`src/rtl/port_xfer_ctrl.sv`:
```
// -----------------------------------------------------------------------------
// port_xfer_ctrl
//
// Purpose:
//   Controller-side sequencer for a bidirectional port bundle. It turns one
//   single-word read or write request into a timed bus cycle:
//     IDLE -> [TURN] -> [SETUP] -> STROBE -> [HOLD] -> IDLE
//   Bracketed phases are skipped when their length parameter is zero. TURN is
//   only entered when the requested direction differs from the direction of
//   the previous transfer. During TURN dir_to_port is 0, so the FPGA and the
//   external device never drive the bus at the same time.
//
// Ports:
//   clk, reset     : single clock, synchronous active-high reset
//   req_valid/ready: request handshake. A request transfers on a cycle where
//                    req_valid and req_ready are both 1. req_ready is 1 only
//                    in IDLE, so one transfer is in flight at a time.
//                    req_write/req_wdata are sampled only on that cycle.
//   req_write      : 1 = write, 0 = read
//   req_wdata      : write data
//   rsp_valid      : one-cycle pulse on the cycle after the last STROBE cycle
//                    of a read (never for writes)
//   rsp_rdata      : last read data, held until the next read completes
//   dir_to_port    : 1 = FPGA drives the port
//   to_port        : data driven to the port
//   from_port      : data sampled from the port
//   port_strobe    : bus-cycle strobe to the external device
//   port_wait      : only with PORT_XFER_WAIT_EN; stretches the last STROBE
//                    cycle while high
//
// Configuration macro:
//   PORT_XFER_WAIT_EN - adds port_wait. Without it, the strobe length is fixed
//                       at STROBE_CYCLES.
//
// All outputs are registered. The values are computed from the next state, so
// the output seen in a cycle matches the state of that same cycle.
// -----------------------------------------------------------------------------
module port_xfer_ctrl #(
   parameter int WIDTH         = 8,
   parameter int TURN_CYCLES   = 2,
   parameter int SETUP_CYCLES  = 1,
   parameter int STROBE_CYCLES = 2,
   parameter int HOLD_CYCLES   = 1
) (
   input  logic             clk,
   input  logic             reset,
   input  logic             req_valid,
   output logic             req_ready,
   input  logic             req_write,
   input  logic [WIDTH-1:0] req_wdata,
   output logic             rsp_valid,
   output logic [WIDTH-1:0] rsp_rdata,
   output logic             dir_to_port,
   output logic [WIDTH-1:0] to_port,
   input  logic [WIDTH-1:0] from_port,
   output logic             port_strobe
`ifdef PORT_XFER_WAIT_EN
   ,
   input  logic             port_wait
`endif
);

   // Phase counter sized for the longest phase.
   localparam int MAX_TS = (TURN_CYCLES > SETUP_CYCLES) ? TURN_CYCLES : SETUP_CYCLES;
   localparam int MAX_SH = (STROBE_CYCLES > HOLD_CYCLES) ? STROBE_CYCLES : HOLD_CYCLES;
   localparam int MAX_P  = (MAX_TS > MAX_SH) ? MAX_TS : MAX_SH;
   localparam int CNT_W  = (MAX_P < 1) ? 1 : $clog2(MAX_P + 1);

   // The counter is loaded with length-1 on phase entry. The phase ends on
   // the cycle where the count reads zero. Zero-length phases are never
   // entered, so their load value is irrelevant.
   localparam logic [CNT_W-1:0] TURN_LD   = CNT_W'((TURN_CYCLES   > 0) ? TURN_CYCLES   - 1 : 0);
   localparam logic [CNT_W-1:0] SETUP_LD  = CNT_W'((SETUP_CYCLES  > 0) ? SETUP_CYCLES  - 1 : 0);
   localparam logic [CNT_W-1:0] STROBE_LD = CNT_W'((STROBE_CYCLES > 0) ? STROBE_CYCLES - 1 : 0);
   localparam logic [CNT_W-1:0] HOLD_LD   = CNT_W'((HOLD_CYCLES   > 0) ? HOLD_CYCLES   - 1 : 0);

   typedef enum logic [2:0] {
      ST_IDLE   = 3'd0,
      ST_TURN   = 3'd1,
      ST_SETUP  = 3'd2,
      ST_STROBE = 3'd3,
      ST_HOLD   = 3'd4
   } state_t;

   state_t             r_state;
   logic [CNT_W-1:0]   r_cnt;
   logic               r_wr;
   logic [WIDTH-1:0]   r_wdata;
   logic               r_last_dir;
   logic               r_req_ready;
   logic               r_dir;
   logic [WIDTH-1:0]   r_to_port;
   logic               r_strobe;
   logic               r_rsp_valid;
   logic [WIDTH-1:0]   r_rsp_rdata;

   state_t             w_state_nxt;
   logic [CNT_W-1:0]   w_cnt_nxt;
   logic               w_wr_nxt;
   logic [WIDTH-1:0]   w_wdata_nxt;
   logic               w_last_dir_nxt;
   logic               w_rsp_fire;
   logic               w_ready_nxt;
   logic               w_dir_nxt;
   logic [WIDTH-1:0]   w_to_port_nxt;
   logic               w_strobe_nxt;
   logic               w_accept;
   logic               w_cnt_zero;
   logic               w_strobe_go;

   // r_req_ready, not the state, gates acceptance. On the first cycle after
   // reset release the state is IDLE but req_ready is still 0.
   assign w_accept   = r_req_ready & req_valid;
   assign w_cnt_zero = (r_cnt == '0);

`ifdef PORT_XFER_WAIT_EN
   assign w_strobe_go = w_cnt_zero & ~port_wait;
`else
   assign w_strobe_go = w_cnt_zero;
`endif

   // Next-state, counter and transaction-latch logic.
   always_comb begin
      w_state_nxt    = r_state;
      w_cnt_nxt      = r_cnt;
      w_wr_nxt       = r_wr;
      w_wdata_nxt    = r_wdata;
      w_last_dir_nxt = r_last_dir;
      w_rsp_fire     = 1'b0;

      case (r_state)
         ST_IDLE: begin
            if (w_accept) begin
               w_wr_nxt    = req_write;
               w_wdata_nxt = req_wdata;
               if ((req_write != r_last_dir) && (TURN_CYCLES > 0)) begin
                  w_state_nxt = ST_TURN;
                  w_cnt_nxt   = TURN_LD;
               end else if (SETUP_CYCLES > 0) begin
                  w_state_nxt = ST_SETUP;
                  w_cnt_nxt   = SETUP_LD;
               end else begin
                  w_state_nxt = ST_STROBE;
                  w_cnt_nxt   = STROBE_LD;
               end
            end
         end

         ST_TURN: begin
            if (!w_cnt_zero) begin
               w_cnt_nxt = r_cnt - 1'b1;
            end else if (SETUP_CYCLES > 0) begin
               w_state_nxt = ST_SETUP;
               w_cnt_nxt   = SETUP_LD;
            end else begin
               w_state_nxt = ST_STROBE;
               w_cnt_nxt   = STROBE_LD;
            end
         end

         ST_SETUP: begin
            if (!w_cnt_zero) begin
               w_cnt_nxt = r_cnt - 1'b1;
            end else begin
               w_state_nxt = ST_STROBE;
               w_cnt_nxt   = STROBE_LD;
            end
         end

         ST_STROBE: begin
            if (!w_cnt_zero) begin
               w_cnt_nxt = r_cnt - 1'b1;
            end else if (w_strobe_go) begin
               // Last strobe cycle: sample reads, record the bus direction.
               w_last_dir_nxt = r_wr;
               w_rsp_fire     = ~r_wr;
               if (HOLD_CYCLES > 0) begin
                  w_state_nxt = ST_HOLD;
                  w_cnt_nxt   = HOLD_LD;
               end else begin
                  w_state_nxt = ST_IDLE;
               end
            end
            // Otherwise the strobe is stretched by port_wait and the count stays at zero.
         end

         ST_HOLD: begin
            if (!w_cnt_zero) begin
               w_cnt_nxt = r_cnt - 1'b1;
            end else begin
               w_state_nxt = ST_IDLE;
            end
         end

         default: begin
            w_state_nxt = ST_IDLE;
            w_cnt_nxt   = '0;
         end
      endcase
   end

   // Output values for the state that will be current after the next edge.
   always_comb begin
      w_ready_nxt   = 1'b0;
      w_dir_nxt     = 1'b0;
      w_to_port_nxt = '0;
      w_strobe_nxt  = 1'b0;

      case (w_state_nxt)
         ST_IDLE: begin
            w_ready_nxt   = 1'b1;
            w_dir_nxt     = w_last_dir_nxt;
            // Keep driving the last value while parked in the same direction.
            w_to_port_nxt = r_to_port;
         end
         ST_TURN: begin
            w_dir_nxt     = 1'b0;
            w_to_port_nxt = '0;
         end
         ST_SETUP, ST_HOLD: begin
            w_dir_nxt     = w_wr_nxt;
            w_to_port_nxt = w_wr_nxt ? w_wdata_nxt : '0;
         end
         ST_STROBE: begin
            w_dir_nxt     = w_wr_nxt;
            w_to_port_nxt = w_wr_nxt ? w_wdata_nxt : '0;
            w_strobe_nxt  = 1'b1;
         end
         default: begin
            w_ready_nxt = 1'b0;
         end
      endcase
   end

   always_ff @(posedge clk) begin
      if (reset) begin
         r_state     <= ST_IDLE;
         r_cnt       <= '0;
         r_wr        <= 1'b0;
         r_wdata     <= '0;
         r_last_dir  <= 1'b0;
         r_req_ready <= 1'b0;
         r_dir       <= 1'b0;
         r_to_port   <= '0;
         r_strobe    <= 1'b0;
         r_rsp_valid <= 1'b0;
         r_rsp_rdata <= '0;
      end else begin
         r_state     <= w_state_nxt;
         r_cnt       <= w_cnt_nxt;
         r_wr        <= w_wr_nxt;
         r_wdata     <= w_wdata_nxt;
         r_last_dir  <= w_last_dir_nxt;
         r_req_ready <= w_ready_nxt;
         r_dir       <= w_dir_nxt;
         r_to_port   <= w_to_port_nxt;
         r_strobe    <= w_strobe_nxt;
         r_rsp_valid <= w_rsp_fire;
         if (w_rsp_fire) begin
            r_rsp_rdata <= from_port;
         end
      end
   end

   assign req_ready   = r_req_ready;
   assign dir_to_port = r_dir;
   assign to_port     = r_to_port;
   assign port_strobe = r_strobe;
   assign rsp_valid   = r_rsp_valid;
   assign rsp_rdata   = r_rsp_rdata;

endmodule

```
`config.mk`:
```
export PLATFORM = sky130hd
export DESIGN_NAME = port_xfer_ctrl
export DESIGN_NICKNAME = d
export VERILOG_FILES = /design/src/rtl/port_xfer_ctrl.sv
export SDC_FILE = /design/constraint.sdc
export NUM_CORES = 1
export LEC_CHECK = 0
export ABC_AREA = 1
export CORE_MARGIN = 2
export CORE_UTILIZATION = 53
export CTS_CLUSTER_DIAMETER = 120
export DETAILED_ROUTE_END_ITERATION = 10
export PLACE_DENSITY = 0.84
export SLEW_MARGIN = 20
export SYNTH_ARGS = -nofsm -noshare
export SYNTH_HDL_FRONTEND = slang
export SYNTH_SLANG_ARGS = --single-unit
```
`constraint.sdc`:
```
create_clock -name clk -period 2.7 [get_ports clk]
set_clock_uncertainty 0.05 [all_clocks]
set_input_delay 0.54 -clock clk [delete_from_list [all_inputs] [get_ports clk]]
set_output_delay 0.54 -clock clk [all_outputs]
set_load 0.02 [all_outputs]
```
==> results_dict.tcl <==
set metrics [dict create \
    final_util_pct 71.65 \
    cts_tree "built" \
    dp_hpwl_um 2693 \
    yosys.area.top_type "dfxtp_1" \
    clk_path_buf_depth 2 \
    syn_area_per_cell_um2 7.040 \
    die_y_um 61.51 \
    finalHoldViolations 0 \
    cp_cell_sequence "clkdlybuf4s50_1" \
    clk_pin_slew_ns 0.10 \
    p_int_uw 841.5 \
    comb_power_share_pct 30.2 \
    core_mm2 0.003103 \
    cp_max_fo 10 \
    maxCapViolations 0 \
    cts_buffers 5 \
    p_leak_nw 1.063 \
    path_class "reg -> out" \
    synth_most_common_cell "nand2_1" \
    worst_pin_slew_ns 0.5000 \
    reg2regPathDepth 7 \
    placedCellCount 325 \
    ctsResizeCount 0 \
    grt_antenna_before_repair 0 \
    layoutNonFillerInstCount 333 \
    crit_buf_inv 1 \
    clk_latency_ns 0.34 \
    rsz0062_at_grt "false" \
    seq_power_share_pct 45.0 \
    hold_slack_ns 0.4045 \
    via_count 1634 \
    grt_pass1_wl_um 6244 \
    endpoint_kind "output port" \
    root_buffer "clkbuf_4" \
    grt_max_degree 19 \
    p_switching_uw 461.1 \
    io-pin-count 40 \
    setup_tns_ns 0 \
    stdcell_area_mm2 0.002223 \
    ir_drop_mv 0.3147 \
    critPathLaunchType "flop" \
    arrival_ns 1.53 \
    numPortBuffers 39 \
    status "completed" \
    r2r-end "rsp_rdata[5]$_SDFFE_PP0P_" \
    synth_cells 249 \
    cp-startpoint "req_ready$_SDFF_PP0_" \
    power_density_mw_per_mm2 585.9 \
    initial_core_util_pct 56.49 \
    dieArea_mm2 0.003783 \
    synth_edf_count 0 \
    post-route-drc-count 0 \
    endpoint "req_ready" \
    htreeDepth 2 \
    slew_headroom_pct 66.63 \
    drtIter0Drc 76 \
    antennaDiodeCount 0 \
    setup_viol 0 \
    grtUsageTotal_pct 22.55 \
    synth_fp_nets 272 \
    viasPerCell 4.907 \
    async_flop_share_pct 0 \
    synth_cell_types 26 \
    synth_seq_cells 35 \
    slowest_stage "clkdlybuf4s50_1" \
    min_period_ns 2.120 \
    synth.area.top_cells "dfxtp_1 (40%), nand2_1 (17%), nand3_1 (6.9%), nor2_1 (5.8%), nand2_2 (4.3%)" \
    seq_area_frac_synth_pct 39.97 \
    final_nets 311 \
    synth_common_cells "nand2_1 (78), dfxtp_1 (35), nor2_1 (27)" \
    syn_to_final_growth_pct 26.84 \
    path_depth 1 \
    pwr-share-clk_pct 24.8 \
    rrSetupSlack_ns 0.84 \
    timing.critical_path.slowest_cell_delay_ns 0.68 \
    grt_pass1_vias 1430 \
    max_freq_mhz 471.8 \
    cts_hold_buf 0 \
    regToRegStartpoint "r_cnt[0]$_SDFFE_PP0P_" \
    place_congestion 0.8149 \
    synthFlopType "dfxtp_1" \
    fin_crit_sh_pct 78.51 \
    fp-row-count 20 \
    min_path_cells 2 \
    cts.sinks 35 \
    drt-total-wl_um 3839 \
    crit_required_ns 2.11 \
    dr.pass1.iters 4 \
    layout-drive-gt1-share_pct 12.80 \
    wire_per_inst_um 11.53 \
    place_area_mm2 0.002155 \
    yosysWarnings 0 \
    synth_area_mm2 0.001753 \
    synth_top_area_share_pct 39.97 \
    drtAntennaViolNets 0 \
    hold_class "reg -> reg" \
    critPathTopFamily "buffers and inverters" \
    grt_overflow 0 \
    p_sw_share_pct 35.40 \
    cts_setup_buffers 0 \
    drv_slew 0 \
    dieWidth_um 61.51 \
]
[registers in the layout, indices dropped and copies added (netlist names)]
signal and count:
r_last_dir 1, dir_to_port 1, r_wr 1, port_strobe 1, rsp_rdata 8, r_cnt 2, req_ready 1, to_port 8
r_state 3, r_wdata 8, rsp_valid 1
[through the flow]
| stage | total power [mW] | setup WS, ns |
|---|---|---|
| final | 1.303 | 0.5803 |
| after global routing | 1.385 | 0.5143 |
| after CTS | 1.308 | 0.5671 |
| after detailed placement | 0.9882 | 0.4768 |
| after global placement | 0.9838 | 0.5305 |
| after floorplan | 0.8931 | 1.234 |
[kinds of logic after synthesis]
| group | count (synthesis) | synth area share [%] |
|---|---|---|
| AND/OR/NAND/NOR | 154 | 41.76 |
| flip-flops | 35 | 39.97 |
| buffers and inverters | 32 | 8.209 |
| AO/OA/AOI/OAI | 25 | 7.923 |
| adder cells (fa/ha/maj) | 3 | 2.142 |
[final cells by class]
cell class	count	area (um^2)
well taps	44	55.05
multi-input cells	182	908.4
repair buffers	40	397.9
clock buffers	8	68.82
inverters	24	92.59
fillers	272	879.6
flip-flops and latches	35	700.7
[power by group through the flow]
stage                     clock, mW  combinational [mW]  sequential [mW]
after floorplan                   0               0.294            0.599
after global placement            0               0.387            0.597
after detailed placement          0               0.390            0.598
after CTS                     0.329               0.394            0.586
after global routing          0.356               0.436            0.593
final                         0.323               0.393            0.586
[per-layer routing]
metal  vias up  GRT usage (%)  routed length (um)
met5         -              0                   0
met4         0          7.295                  40
met3         5          10.50                 274
met2        35          32.93                1687
met1       736          29.55                1835
li1        858              -                   -
[worst min path at each step]
| stage | start | endpoint | slack (ns) |
|---|---|---|---|
| 3_5_place_dp | to_port[5]$_SDFFE_PP0N_ | to_port[5]$_SDFFE_PP0N_ | 0.39 |
| 4_1_cts | to_port[5]$_SDFFE_PP0N_ | to_port[5]$_SDFFE_PP0N_ | 0.41 |
| 3_3_place_gp | to_port[5]$_SDFFE_PP0N_ | to_port[5]$_SDFFE_PP0N_ | 0.39 |
| 2_1_floorplan | r_cnt[0]$_SDFFE_PP0P_ | r_cnt[0]$_SDFFE_PP0P_ | 0.41 |
| 6_report | to_port[5]$_SDFFE_PP0N_ | to_port[5]$_SDFFE_PP0N_ | 0.40 |
| 5_1_grt | to_port[1]$_SDFFE_PP0N_ | to_port[1]$_SDFFE_PP0N_ | 0.43 |
[cells in the final DEF (no fill, tap or decap), drive strengths merged]
| cell type | Yosys | layout |
|---|---|---|
| clkdlybuf4s50 | 0 | 39 |
| nor2 | 31 | 31 |
| a21oi | 12 | 12 |
| inv | 24 | 24 |
| nand3 | 26 | 26 |
| o21ai | 11 | 11 |
| clkbuf | 2 | 8 |
| dfxtp | 35 | 35 |
| nand2 | 93 | 93 |
| buf | 6 | 1 |
| nand4 | 2 | 2 |
| and2 | 1 | 1 |
| ha | 3 | 3 |
| nand3b | 1 | 1 |
| o31ai | 1 | 1 |
| o211ai | 1 | 1 |
(Power assumes the default switching activity.)
